--- src/rtl/spiflash_read_ctrl.sv ---
// spiflash_read_ctrl: single-word SPI flash READ (0x03) sequencer, mode 0.
// Sends cmd+addr, clocks in 32 data bits, returns a little-endian word.
module spiflash_read_ctrl #(
  parameter int CLK_DIV    = 1,
  parameter int CSH_CYCLES = 2
) (
  input  logic        core_clk,
  input  logic        core_rst_n,
  input  logic        req_valid,
  output logic        req_ready,
  input  logic [21:0] req_addr,
  output logic        rsp_valid,
  output logic [31:0] rsp_data,
  output logic        busy,
  output logic        spiflash_cs_n,
  output logic        spiflash_clk,
  output logic        spiflash_mosi,
  input  logic        spiflash_miso
);

  typedef enum logic [1:0] {
    IDLE,
    SHIFT,
    DONE,
    GAP
  } state_e;

  state_e      state_q, state_d;
  logic [7:0]  div_q;
  logic        sclk_q;
  logic [6:0]  bit_q;
  logic [31:0] sh_q;
  logic [31:0] rx_q;
  logic [3:0]  gap_q;
  logic        rsp_valid_q;
  logic [31:0] rsp_data_q;

  logic accept;
  logic tick;
  logic rise;
  logic fall;
  logic last;

  assign accept = (state_q == IDLE) && req_valid;
  assign tick   = (state_q == SHIFT) && (div_q == 8'd0);
  assign rise   = tick && !sclk_q;
  assign fall   = tick && sclk_q;
  assign last   = fall && (bit_q == 7'd0);

  always_ff @(posedge core_clk or negedge core_rst_n) begin
    if (!core_rst_n) state_q <= IDLE;
    else             state_q <= state_d;
  end

  always_comb begin
    state_d = state_q;
    unique case (state_q)
      IDLE:  if (req_valid) state_d = SHIFT;
      SHIFT: if (last) state_d = (CSH_CYCLES == 1) ? IDLE : DONE;
      DONE,
      GAP:   state_d = (gap_q <= 4'd1) ? IDLE : GAP;
      default: state_d = IDLE;
    endcase
  end

  always_comb begin
    req_ready     = 1'b0;
    busy          = 1'b1;
    spiflash_cs_n = 1'b1;
    spiflash_mosi = 1'b0;
    unique case (state_q)
      IDLE: begin
        req_ready = 1'b1;
        busy      = 1'b0;
      end
      SHIFT: begin
        spiflash_cs_n = 1'b0;
        spiflash_mosi = sh_q[31];
      end
      default: ;
    endcase
  end

  assign spiflash_clk = sclk_q;
  assign rsp_valid    = rsp_valid_q;
  assign rsp_data     = rsp_data_q;

  // The first divider period is one cycle longer so the first rise lands
  // at T+1+CLK_DIV and the last fall at T+1+128*CLK_DIV.
  always_ff @(posedge core_clk or negedge core_rst_n) begin
    if (!core_rst_n) begin
      div_q       <= '0;
      sclk_q      <= 1'b0;
      bit_q       <= '0;
      sh_q        <= '0;
      rx_q        <= '0;
      gap_q       <= '0;
      rsp_valid_q <= 1'b0;
      rsp_data_q  <= '0;
    end else begin
      rsp_valid_q <= 1'b0;
      if (accept) begin
        sh_q   <= {8'h03, req_addr, 2'b00};
        bit_q  <= 7'd64;
        div_q  <= 8'(CLK_DIV);
        sclk_q <= 1'b0;
      end else if (state_q == SHIFT) begin
        if (tick) begin
          div_q  <= 8'(CLK_DIV - 1);
          sclk_q <= !sclk_q;
        end else begin
          div_q <= div_q - 8'd1;
        end
        if (rise) begin
          rx_q  <= {rx_q[30:0], spiflash_miso};
          bit_q <= bit_q - 7'd1;
        end
        if (fall) sh_q <= {sh_q[30:0], 1'b0};
        if (last) begin
          gap_q       <= 4'(CSH_CYCLES - 1);
          rsp_valid_q <= 1'b1;
          rsp_data_q  <= {rx_q[7:0], rx_q[15:8],
                          rx_q[23:16], rx_q[31:24]};
        end
      end else if (gap_q != 4'd0) begin
        gap_q <= gap_q - 4'd1;
      end
    end
  end

endmodule

--- config.mk ---
export PLATFORM = sky130hd
export DESIGN_NAME = spiflash_read_ctrl
export DESIGN_NICKNAME = d
export VERILOG_FILES = /design/src/rtl/spiflash_read_ctrl.sv
export SDC_FILE = /design/constraint.sdc
export NUM_CORES = 1
export LEC_CHECK = 0
export BUFFER_PORTS_ARGS = -buffer_cell sky130_fd_sc_hd__buf_2
export CORE_AREA = 5 5 118 120
export CTS_CLUSTER_SIZE = 12
export DETAILED_ROUTE_END_ITERATION = 8
export DIE_AREA = 0 0 123 125
export SYNTH_ARGS = -nofsm -noshare
export SYNTH_HDL_FRONTEND = slang
export SYNTH_SLANG_ARGS = --single-unit
--- constraint.sdc ---
create_clock -name core_clk -period 6.85 [get_ports core_clk]
set_input_delay 1.37 -clock core_clk [delete_from_list [all_inputs] [get_ports core_clk]]
set_output_delay 1.37 -clock core_clk [all_outputs]
set_load 0.01 [all_outputs]
==> flow_summary.json <==
{
  "startpoint_type": "register",
  "crit_type": "reg -> out",
  "syn_area_mm2": 0.00499,
  "synth_ff_type": "dfrtp_1",
  "cts_buffer_depth": 2,
  "startpoint": "state_q[1]",
  "antenna_found_initial": 0,
  "placed_cell_area_mm2": 0.00546,
  "grt_pass1_wl_mm": 16.4,
  "holdPathStages": 2,
  "post_cts.resized_instances": 0,
  "numPortBuffers": 63,
  "required_ns": 5.48,
  "synth_seq_cells": 117,
  "max_cap_violations": 0,
  "cts_tree": "done",
  "root_buffer": "clkbuf_16",
  "met1_usage_pct": 17.2,
  "die_x_um": 123,
  "crit_arrival_ns": 1.72,
  "htreeDepth": 4,
  "dp_slack_ns": 4.05,
  "grtUsageTotal_pct": 13.3,
  "syn_avg_cell_area_um2": 12.6,
  "setup_viol_count_final": 0,
  "use_met3_pct": 4.88,
  "grt_pass1_vias": 3499,
  "clock.fmax_mhz": 324,
  "ys_types": 42,
  "fin_area_mm2": 0.00611,
  "dieHeight_um": 125,
  "core_mm2": 0.0129,
  "dp_hpwl_mm": 6.20,
  "top_usage_layer": "met2",
  "fin_worst_skew_ns": 0.00794,
  "crit_path_end_kind": "output pin",
  "relSlewSlack_pct": 37.3,
  "drive_gt1_share_pct": 35.4,
  "post-route-period-util_pct": 45.0,
  "start_util_pct": 38.8,
  "area.growth.synth_to_final_pct": 22.3,
  "rsz0062_at_grt": "no",
  "fin_crit_ns": 3.09,
  "path_clk_slew_ns": 0.05,
  "rows": 42,
  "slew_violations": 0,
  "power_density_mw_per_mm2": 272,
  "hold_class": "reg -> reg",
  "grt_max_degree": 78,
  "reg2reg_from": "div_q[3]",
  "drt-wirelength-per-cell_um": 14.7,
  "setup_tns_ns": 0,
  "nets": 495,
  "clock_sinks": 117,
  "ctsHoldBuffers": 0,
  "pin_count": 64,
  "synth-edff-count": 0,
  "synth_nets": 428,
  "syn_inst": 397,
  "num_vias": 3215,
  "worst_pin_slew_ns": 0.941,
  "drt-total-wl_mm": 9.61,
  "drcViolationCount": 0,
  "dr.pass1.iters": 4,
  "ant_nets": 0,
  "reg2reg_depth": 4,
  "grt-ovfl-total": 0,
  "die_area_mm2": 0.0154,
  "ys_seq_area_share_pct": 58.6,
  "outcome": "complete, no violations",
  "antennaDiodeCount": 0,
  "cts_buffers": 17,
  "viasPerCell": 4.92,
  "async_flop_share_pct": 100,
  "min-delay-start": "sh_q[23]",
  "use_met2_pct": 20.6,
  "gp_congestion": 0.782,
  "timing.final.ws_setup_ns": 3.76,
  "clk_latency_ns": 0.40,
  "finalHoldViolations": 0,
  "drt_iter0_drc": 202,
  "yosys_warnings": 0,
  "worst-path-max-fanout": 12,
  "ir_drop_uv": 159,
  "cts_setup_buffers": 0,
  "p_leak_nw": 3.04
}
flip-flops by register name, summed over array words and instances (netlist names):
name          cells
rsp_data         32
rx_q             32
state_q           2
spiflash_clk      1
bit_q             7
rsp_valid         1
div_q             8
gap_q             4
sh_q             30
placed cells by master (no fill, tap or decap), types with 8 or more instances in the layout:
| cell | netlist | final |
|---|---|---|
| a21oi_1 | 8 | 8 |
| mux2i_1 | 31 | 31 |
| mux2_2 | 63 | 63 |
| clkbuf_16 | 0 | 17 |
| dfrtp_1 | 117 | 117 |
| o21ai_0 | 25 | 25 |
| nand2_1 | 33 | 33 |
| buf_2 | 7 | 62 |
| nor2_1 | 17 | 17 |
| inv_1 | 13 | 13 |
layer usage:
layer | vias to the layer above | wire (um)
met5 | - | 0
met4 | 0 | 79
met3 | 9 | 590
met2 | 76 | 4490
met1 | 1591 | 4450
li1 | 1539 | -
final timing paths:
kind                                 end  slack [ns]
setup reg to reg            rsp_data[20]        4.23
min in group asynchronous       sh_q[16]        0.94
hold reg to reg                 sh_q[24]        0.50
setup / recovery           spiflash_cs_n        3.76
hold / removal                  sh_q[24]        0.50
max in group asynchronous       gap_q[2]        4.57
report_power, final:
group / total, W / leakage (nW) / internal (W) / switching (W)
clock network: 0.000952 / 0.306 / 0.000632 / 0.000320
registers: 0.000692 / 1.41 / 0.000692 / 0
logic: 0.0000213 / 1.33 / 0.00000569 / 0.0000156
total: 0.00166 / 3.04 / 0.00133 / 0.000335
critical path, stage by stage (launching register included):
cell     delay [ns]
dfrtp_1        0.42
nor2b_1        0.37
inv_1          0.30
buf_2          0.22
layout make-up:
cell class	count	area (um^2)
Fill cell	1160	6770
Sequential cell	117	2930
Multi-Input combinational cell	248	1920
Clock buffer	19	453
Timing Repair Buffer	67	348
Tap cell	176	220
Clock inverter	13	195
Inverter	13	48.8
logic make-up (layout without fill, tap and decap cells):
logic type	count (synthesis)	count (layout)	share of synthesized area, %
flip-flops	117	117	58.6
AO/OA/AOI/OAI	54	54	6.26
adder cells (fa/ha/maj)	5	5	1.25
buffers and inverters	32	112	3.18
AND/OR/NAND/NOR	90	90	9.34
multiplexers	95	95	20.6
XOR/XNOR	4	4	0.702
cells in the mapped netlist, types with 3 or more instances:
| cell | count | area, um^2 |
|---|---|---|
| a21oi_1 | 8 | 40.0 |
| a31oi_1 | 3 | 18.8 |
| and2_1 | 4 | 25.0 |
| buf_2 | 7 | 35.0 |
| buf_6 | 4 | 45.0 |
| clkbuf_1 | 8 | 30.0 |
| dfrtp_1 | 117 | 2930 |
| ha_1 | 5 | 62.6 |
| inv_1 | 13 | 48.8 |
| mux2_2 | 63 | 709 |
| mux2i_1 | 31 | 310 |
| nand2_1 | 33 | 124 |
| nand3_1 | 7 | 35.0 |
| nand4_1 | 3 | 18.8 |
| nor2_1 | 17 | 63.8 |
| nor4_1 | 3 | 18.8 |
| o21ai_0 | 25 | 125 |
| o21ai_1 | 5 | 25.0 |
| or3_1 | 6 | 37.5 |
per-stage QoR:
stage | cells | hold WS (ns) | utilization [%] | total power (W)
floorplan | 397 | 0.465 | - | 0.000704
global placement | 621 | 0.479 | 42.4 | 0.000726
detailed placement | 621 | 0.489 | 42.4 | 0.000726
CTS | 653 | 0.504 | 47.5 | 0.00168
global route | 653 | 0.528 | 47.5 | 0.00172
finish | 653 | 0.499 | 47.5 | 0.00166
Note: power is estimated with default switching activity, not from simulation.
